[src/rtl/timer_period_decoder_pkg.sv]
// Constants and state encoding shared by the periodic-pulse timer and its receive-side decoder.
package timer_period_decoder_pkg;

  localparam int unsigned PERIOD_MIN = 8;
  localparam int unsigned PERIOD_MAX = 1024;
  localparam int unsigned NUM_SEL    = 8;
  localparam int unsigned SEL_W      = 3;

  typedef enum logic [1:0] {
    StIdle,
    StMeas,
    StTrack,
    StLocked
  } state_e;

  // Selector k maps to a period of 2^(k+3) cycles.
  function automatic int unsigned sel_to_period(int unsigned sel);
    return PERIOD_MIN << sel;
  endfunction

endpackage

[src/rtl/timer_period_decoder_period_classify.sv]
// Combinational interval classifier: interval -> {legal, k}.
// PERIOD_DECODER_TOL_EN widens each legal period to +/-1 cycle.
module timer_period_decoder_period_classify
  import timer_period_decoder_pkg::*;
#(
  parameter int unsigned IW = 12
) (
  input  logic [IW-1:0]    interval,
  output logic             legal,
  output logic [SEL_W-1:0] sel
);

  logic [IW-1:0] per [NUM_SEL];

  for (genvar g = 0; g < NUM_SEL; g++) begin : g_per
    assign per[g] = IW'(sel_to_period(g));
  end

  always_comb begin
    legal = 1'b0;
    sel   = '0;
    for (int unsigned k = 0; k < NUM_SEL; k++) begin
`ifdef PERIOD_DECODER_TOL_EN
      // Tolerance windows of neighbouring periods never overlap.
      if ((interval >= per[k[SEL_W-1:0]] - IW'(1)) &&
          (interval <= per[k[SEL_W-1:0]] + IW'(1))) begin
`else
      if (interval == per[k[SEL_W-1:0]]) begin
`endif
        legal = 1'b1;
        sel   = k[SEL_W-1:0];
      end
    end
  end

endmodule

[src/rtl/timer_period_decoder.sv]
// Receive side of the periodic-pulse timer link: recovers the selector from the pulse spacing.
// PERIOD_DECODER_TOL_EN: accept +/-1 cycle jitter and move the timeout threshold to 1026.
module timer_period_decoder
  import timer_period_decoder_pkg::*;
#(
  parameter int unsigned LOCK_COUNT = 3,
  parameter int unsigned CNT_W      = 11
) (
  input  logic             clock,
  input  logic             reset,
  input  logic             pulse_in,
  output logic [SEL_W-1:0] sel_out,
  output logic             locked,
  output logic             period_err
);

`ifdef PERIOD_DECODER_TOL_EN
  localparam int unsigned CntSat = PERIOD_MAX + 2;
`else
  localparam int unsigned CntSat = PERIOD_MAX + 1;
`endif
  localparam logic [CNT_W-1:0] CntMax  = CNT_W'(CntSat);
  localparam int unsigned      MatchW  = 4;
  localparam logic [MatchW-1:0] LockCnt = MatchW'(LOCK_COUNT);

  state_e              state_q, state_d;
  logic [CNT_W-1:0]    cnt_q, cnt_d;
  logic [MatchW-1:0]   match_q, match_d;
  logic [SEL_W-1:0]    cand_q, cand_d;
  logic [SEL_W-1:0]    sel_q, sel_d;
  logic                locked_q, locked_d;
  logic                err_q, err_d;

  logic [CNT_W:0]      interval;
  logic                legal;
  logic [SEL_W-1:0]    k;
  logic                timeout;
  logic                same_as_locked;

  assign interval = {1'b0, cnt_q} + (CNT_W + 1)'(1);

  timer_period_decoder_period_classify #(
    .IW (CNT_W + 1)
  ) u_classify (
    .interval (interval),
    .legal    (legal),
    .sel      (k)
  );

  // A pulse in the same cycle overrides the timeout.
  assign timeout        = !pulse_in && (cnt_q == CntMax) && (state_q != StIdle);
  assign same_as_locked = legal && (k == sel_q);

  always_comb begin
    cnt_d = cnt_q;
    if (pulse_in) begin
      cnt_d = '0;
    end else if (cnt_q != CntMax) begin
      cnt_d = cnt_q + CNT_W'(1);
    end
  end

  // State register.
  always_ff @(posedge clock) begin
    if (reset) begin
      state_q  <= StIdle;
      cnt_q    <= '0;
      match_q  <= '0;
      cand_q   <= '0;
      sel_q    <= '0;
      locked_q <= 1'b0;
      err_q    <= 1'b0;
    end else begin
      state_q  <= state_d;
      cnt_q    <= cnt_d;
      match_q  <= match_d;
      cand_q   <= cand_d;
      sel_q    <= sel_d;
      locked_q <= locked_d;
      err_q    <= err_d;
    end
  end

  // Next-state logic.
  always_comb begin
    state_d = state_q;
    match_d = match_q;
    cand_d  = cand_q;
    if (pulse_in) begin
      unique case (state_q)
        StIdle: begin
          state_d = StMeas;
        end
        StMeas: begin
          if (legal) begin
            state_d = StTrack;
            cand_d  = k;
            match_d = MatchW'(1);
          end
        end
        StTrack: begin
          if (!legal) begin
            state_d = StMeas;
            match_d = '0;
          end else if (k == cand_q) begin
            match_d = match_q + MatchW'(1);
          end else begin
            cand_d  = k;
            match_d = MatchW'(1);
          end
        end
        StLocked: begin
          if (!same_as_locked) begin
            if (legal) begin
              state_d = StTrack;
              cand_d  = k;
              match_d = MatchW'(1);
            end else begin
              state_d = StMeas;
              match_d = '0;
            end
          end
        end
        default: begin
          state_d = StIdle;
          match_d = '0;
        end
      endcase
    end else if (timeout) begin
      state_d = StIdle;
      match_d = '0;
    end
    // Lock as soon as the run of identical intervals is long enough (covers LOCK_COUNT=1).
    if ((state_d == StTrack) && (match_d == LockCnt)) begin
      state_d = StLocked;
    end
  end

  // Output logic; outputs are registered, so these are next values.
  always_comb begin
    locked_d = (state_d == StLocked);
    sel_d    = (state_d == StLocked) ? cand_d : sel_q;
    err_d    = (state_q == StLocked) && (timeout || (pulse_in && !same_as_locked));
  end

  assign sel_out    = sel_q;
  assign locked     = locked_q;
  assign period_err = err_q;

endmodule

[config.mk]
export PLATFORM = sky130hd
export DESIGN_NAME = timer_period_decoder
export DESIGN_NICKNAME = d
export VERILOG_FILES = /design/src/rtl/timer_period_decoder_pkg.sv /design/src/rtl/timer_period_decoder_period_classify.sv /design/src/rtl/timer_period_decoder.sv
export SDC_FILE = /design/constraint.sdc
export NUM_CORES = 1
export LEC_CHECK = 0
export ABC_AREA = 1
export BUFFER_PORTS_ARGS = -buffer_cell sky130_fd_sc_hd__buf_2
export CAP_MARGIN = 20
export CELL_PAD_IN_SITES_DETAIL_PLACEMENT = 1
export CELL_PAD_IN_SITES_GLOBAL_PLACEMENT = 2
export CORE_UTILIZATION = 34
export CTS_BUF_LIST = sky130_fd_sc_hd__clkbuf_16
export DETAILED_ROUTE_END_ITERATION = 10
export PLACE_DENSITY_LB_ADDON = 0.05
export SLEW_MARGIN = 10
export SYNTH_ARGS = -nofsm -noshare
export SYNTH_HDL_FRONTEND = slang
export SYNTH_SLANG_ARGS = --single-unit
[constraint.sdc]
create_clock -name clock -period 3.4 [get_ports clock]
set_clock_uncertainty 0.15 [all_clocks]
set_input_delay 0.17 -clock clock [delete_from_list [all_inputs] [get_ports clock]]
set_output_delay 0.17 -clock clock [all_outputs]
set_load 0.03 [all_outputs]
-- Word-level counts from Yosys, hierarchy flattened
Index checks and enable logic that the tools add are counted.
- add/sub/neg operators: 3
- multipliers: 0
- divide/modulo/power cells: 0
- magnitude comparators: 0
- equal/unequal tests: 18
- shift operators: 0
- muxes and demuxes: 37
- bitwise operators: 0
- reduce and logical (&&, ||, !) cells: 12
- operator list (cell ; number):
    $mux 3 ; 9
    $mux 4 ; 6
    $mux 2 ; 9
    $add 11x1->12 const B ; 1
    $eq 12x10->1 const B ; 1
    $eq 12x11->1 const B ; 1
    $eq 12x4->1 const B ; 1
    $eq 12x5->1 const B ; 1
    $eq 12x6->1 const B ; 1
    $eq 12x7->1 const B ; 1
    $eq 12x8->1 const B ; 1
    $eq 12x9->1 const B ; 1
    $pmux 4 s3 ; 1
    $add 11x1->11 const B ; 1
    $eq 11x11->1 const B ; 1
    $ne 11x11->1 const B ; 1
    $mux 1 ; 10
    $pmux 3 s3 ; 1
    $eq 2x2->1 const B ; 4
    $pmux 2 s4 ; 1
    $eq 3x3->1 ; 2
    $logic_and 1x1->1 ; 6
    $add 4x1->4 const B ; 1
    $eq 4x2->1 const B ; 1
    other kinds (6) ; 7
- register bits after elaboration: 25
- latch bits: 0
- RAM bits: 0
- memory bits (read-only): 0
- input port bits: 3
- memories kept: 0

-- Logic depth before layout (Yosys ltp)
- word-level depth: 18
- mapped depth: 27
- depth with buffers taken out: 27

-- By module
From an unflattened synthesis, not the netlist that was laid out.
- cell total of the unflattened synthesis: 275
- area, all modules: 1709.1 um^2
- by module, submodules not included (module ; times used ; cells an instance ; area each (um^2) ; seq. area each (um^2)):
    timer_period_decoder ; 1 ; 216 ; 1432.6 ; 500.5
    timer_period_decoder_period_classify ; 1 ; 59 ; 276.5 ; 0.0

-- Worst setup path after synthesis
Ideal clock, no wire load.
- kind: register to register
- start point: register cnt_q[1]
- end point: register sel_q[0], in the netlist sel_out[0]
- setup time: 0.113 ns
- data arrival time: 2.518 ns
- setup slack: 0.619 ns
- stages on the path, launching flop included: 25
- period minus slack after synthesis: 2.781 ns
- path through: dfxtp_1 -> ha_1 -> nand2_2 -> nor2_4 -> nand3_1 -> nand2_2 -> nand2_4 -> nor2_8 -> nand3_2 -> nand2_2 -> nor2_2 -> nand2_2 -> nand2_2 -> nor2_4 -> nand2_2 -> nor2_4 -> nand2_1 -> nand2_1 -> nand2_1 -> nand2_1 -> nand3_2 -> nand2_2 -> nand2_4 -> nor2_1 -> nor2_1
- word-level cells in the longest chain between the ends: 18
- RTL lines (what ; RTL line ; source):
    from (decl) ; timer_period_decoder.sv:27 ; logic [CNT_W-1:0] cnt_q, cnt_d;
    from (signal assigned) ; timer_period_decoder.sv:75 ; cnt_q <= cnt_d;
    $add 11x1->12 ; timer_period_decoder.sv:40 ; assign interval = {1'b0, cnt_q} + (CNT_W + 1)'(1);
    $eq 12x5->1 / $eq 12x4->1 (equally long branches) ; timer_period_decoder_period_classify.sv:28 ; if (interval == per[k[SEL_W-1:0]]) begin
    $mux 1 ; timer_period_decoder_period_classify.sv:28 ;
    $mux 2 / $mux 1 (equally long branches) (2 in series) ; timer_period_decoder_period_classify.sv:28 ;
    $mux 3 / $mux 1 (equally long branches) (4 in series) ; timer_period_decoder_period_classify.sv:28 ;
    $eq 3x3->1, or another cell as far along ; timer_period_decoder.sv:105 ; end else if (k == cand_q) begin
    $mux 4, or another cell as far along ; timer_period_decoder.sv:105 ;
    $mux 4, or another cell as far along ; timer_period_decoder.sv:102 ; if (!legal) begin
    $pmux 4 s3 / $pmux 2 s4 (equally long branches) ; timer_period_decoder.sv:90 ; unique case (state_q)
    $mux 4 / $mux 2 (equally long branches) ; timer_period_decoder.sv:89 ; if (pulse_in) begin
    $eq 4x2->1 / $eq 2x2->1 (equally long branches) ; timer_period_decoder.sv:134 ; if ((state_d == StTrack) && (match_d == LockCnt)) begin
    $logic_and 1x1->1 ; timer_period_decoder.sv:134 ;
    $mux 2 ; timer_period_decoder.sv:134 ;
    $eq 2x2->1 ; timer_period_decoder.sv:142 ; sel_d = (state_d == StLocked) ? cand_d : sel_q;
    to (signal assigned) ; timer_period_decoder.sv:78 ; sel_q <= sel_d;
    to (decl) ; timer_period_decoder.sv:30 ; logic [SEL_W-1:0] sel_q, sel_d;
Parallel ways exist; a longest one is shown, timed or not.
A chain may end at the register's enable or synchronous reset.

-- Final worst setup path
- start point: register cnt_q[0]
- end point: register sel_q[0], in the netlist sel_out[0]
The elaborated chain is that of the path after synthesis.

==> flow_summary.yaml <==
power:
  design_power_total_mw: 0.6181
  p_per_area_nw_per_um2: 250.9
  leakage_nw: 1.185
  ir_worst_vdd_mv: 0.2654
flow_run:
  cap_violations: 0
clocking:
  clk_path_buf_depth: 2
  clock_sinks: 25
  ctsHoldBuffers: 0
  cts_made_buffers: 3
  htreeDepth: 1
  clk_pin_slew_ns: 0.07
  clock_latency_ns: 0.26
  cts_tree: "done"
  cts_root_buffer: "clkbuf_16"
drt:
  ant_nets: 0
  vias_per_cell: 4.856
  wl_met2_um: 2688
  drcViolationCount: 0
  wl_um: 6135
  wl_per_cell_um: 13.82
  wl_met3_um: 113
  dr.pass1.iters: 6
  wl_met1_um: 3306
  highest_layer: "met4"
  drtIter0Drc: 52
  vias: 2156
sta:
  fin_tns_setup_ns: 0
  worst_slew_pin_slew_ns: 0.6644
  layout_setup_ws_ns: 0.4113
  slew_viol_final: 0
  slew_headroom_pct: 55.30
  min_period_ns: 2.989
  period_share_pct: 87.90
  hold_violations: 0
  rsz0062_at_grt: "no"
  holdWs_ns: 0.1095
  finalSetupViolations: 0
  fmax_mhz: 334.6
layout:
  antennaDiodeCount: 0
  drive_gt1_share_pct: 22.76
  area_growth_pct: 12.26
  layout.nets: 377
  finalInstanceArea_sq_um: 2464
floorplan:
  rows: 28
  core-area_sq_um: 6061
  start_util_pct: 36.21
  ios: 8
  die_w_um: 82.34
  die_h_um: 82.34
  dieArea_sq_um: 6780
worst_setup_path:
  cp-end-kind: "register"
  crit_fanout: 7
  worstSetupPathType: "reg2reg"
  critPathRequiredTime_ns: 3.41
  cp-start-kind: "register"
  worstPathArrival_ns: 3.00
global_routing:
  grt_antenna_before_repair: 0
  grt_pass1_wl_um: 10650
  grt_overflow: 0
  grt_max_degree: 14
  grt_util_all_layers_pct: 20.78
  grt_pass1_vias: 2173
placement:
  gp_congestion: 0.8094
  numPortBuffers: 7
  place_area_sq_um: 2357
  preCtsSetupSlack_ns: 0.3001
  hpwl_um: 5018
logic_synthesis:
  avgSynthCellArea_sq_um: 6.217
  synth_cell_types: 29
  yosys_register_bits: 25
  synth_area_sq_um: 2195
  syn-instance-count: 353
  synth_seq_area_share_pct: 22.81
  ys_warn_count: 0
  synth_fp_nets: 360
min_path:
  hold_class: "in2reg"
status:
  status: "finished clean"
## synth_stat cells
library cell / count / area [sq um]
o21ai_0: 3 / 15.01
o31ai_1: 2 / 15.01
o21ai_4: 1 / 16.27
o311ai_0: 1 / 8.760
nand4_1: 9 / 56.30
nor3_1: 4 / 20.02
o21ai_1: 5 / 25.02
nand2_2: 18 / 112.6
ha_1: 4 / 50.05
clkinv_1: 2 / 7.510
clkbuf_1: 1 / 3.750
dfxtp_1: 25 / 500.5
nor2_8: 1 / 20.02
a21oi_1: 15 / 75.07
nor2_2: 8 / 50.05
nor4_1: 2 / 12.51
a21boi_2: 1 / 11.26
inv_1: 45 / 168.9
nor2_1: 49 / 183.9
nand3_1: 30 / 150.1
nand3_2: 5 / 50.05
clkinv_4: 1 / 8.760
xor2_1: 2 / 17.52
nor2_4: 11 / 123.9
nand2_4: 8 / 90.09
o32ai_2: 1 / 16.27
inv_2: 5 / 18.77
nand3_4: 1 / 17.52
nand2_1: 93 / 349.1
## layer usage
| layer | track usage (%) | vias up |
|---|---|---|
| li1 | - | 1140 |
| met4 | 2.105 | 0 |
| met2 | 34.05 | 11 |
| met3 | 2.967 | 2 |
| met1 | 29.53 | 1003 |
| met5 | 0 | - |
## final timing paths
| check | from | endpoint | slack [ns] | depth (start not counted) |
|---|---|---|---|---|
| max | cnt_q[0] | sel_out[0] | 0.41 | 25 |
| min | reset | locked | 0.11 | 2 |
| max reg2reg | cnt_q[0] | sel_out[0] | 0.41 | 25 |
| min reg2reg | cand_q[2] | cand_q[2] | 0.38 | 2 |
## cells by family (layout without fill, tap and decap cells)
family          Yosys count  count (layout)  share of synthesized area (%)
simple gates            239             239                          56.33
flops                    25              25                          22.81
fa+ha+maj                 4               4                          2.281
xor+xnor                  2               2                         0.7983
buf+inv                  54              70                          9.464
compound gates           29              29                          8.324
## state kept, by name (all words and copies together) (netlist names)
signal / count
locked: 1
cnt_q: 11
match_q: 4
state_q: 2
sel_out: 3
period_err: 1
cand_q: 3
## where the power goes
group	internal [mW]	switching, mW
clock network	0.158	0.114
registers	0.296	0.00515
logic	0.0146	0.0304
## through the flow
step           utilization, %  std cells
6_report                40.65        444
5_1_grt                 40.65        444
4_1_cts                 40.19        443
3_5_place_dp            38.89        439
3_3_place_gp            38.89        439
2_1_floorplan               -        353
## final cells by class
type                    count  area (sq um)
fillers                   825          3597
multi-input cells         274          1501
flip-flops and latches     25         505.5
inverters                  53         203.9
well taps                  75         93.84
repair buffers             13         80.08
clock buffers               3         75.07
clock inverters             1         3.754
## critical path, cell delays in order, from the launching register on
cell and delay (ns):
dfxtp_1 0.34, buf_4 0.14, inv_1 0.08, nor2_4 0.19, nand2_1 0.09, nand2_1 0.13
nor2_4 0.07, buf_4 0.14, nand3_4 0.09, clkinv_4 0.08, nand2_2 0.11, nand2_2 0.07
nor2_4 0.14, nand2_4 0.10, nand2_2 0.09, nor2_1 0.04, nand3_1 0.06, nand2_1 0.06
a21boi_2 0.14, nand2_1 0.06, nor2_1 0.13, nand3_2 0.10, nand2_2 0.09, nand2_4 0.07
nor2_1 0.09, nor2_1 0.05
## cells in the final DEF (no fill, tap or decap), drive strengths merged
master | Yosys | layout
nand4 | 9 | 9
nand2 | 119 | 119
nor3 | 4 | 4
o21ai | 9 | 9
ha | 4 | 4
inv | 50 | 51
dfxtp | 25 | 25
clkbuf | 1 | 3
o31ai | 2 | 2
clkinv | 3 | 3
a21oi | 15 | 15
nor4 | 2 | 2
o311ai | 1 | 1
nand3 | 36 | 36
o32ai | 1 | 1
nor2 | 69 | 69
buf | 0 | 13
a21boi | 1 | 1
xor2 | 2 | 2
## repair_timing
action	4_1_cts	5_1_grt
setup buffers	0	1
resized for setup	0	8
setup endpoints to repair	0	4
Note: power is estimated with default switching activity, not from simulation.
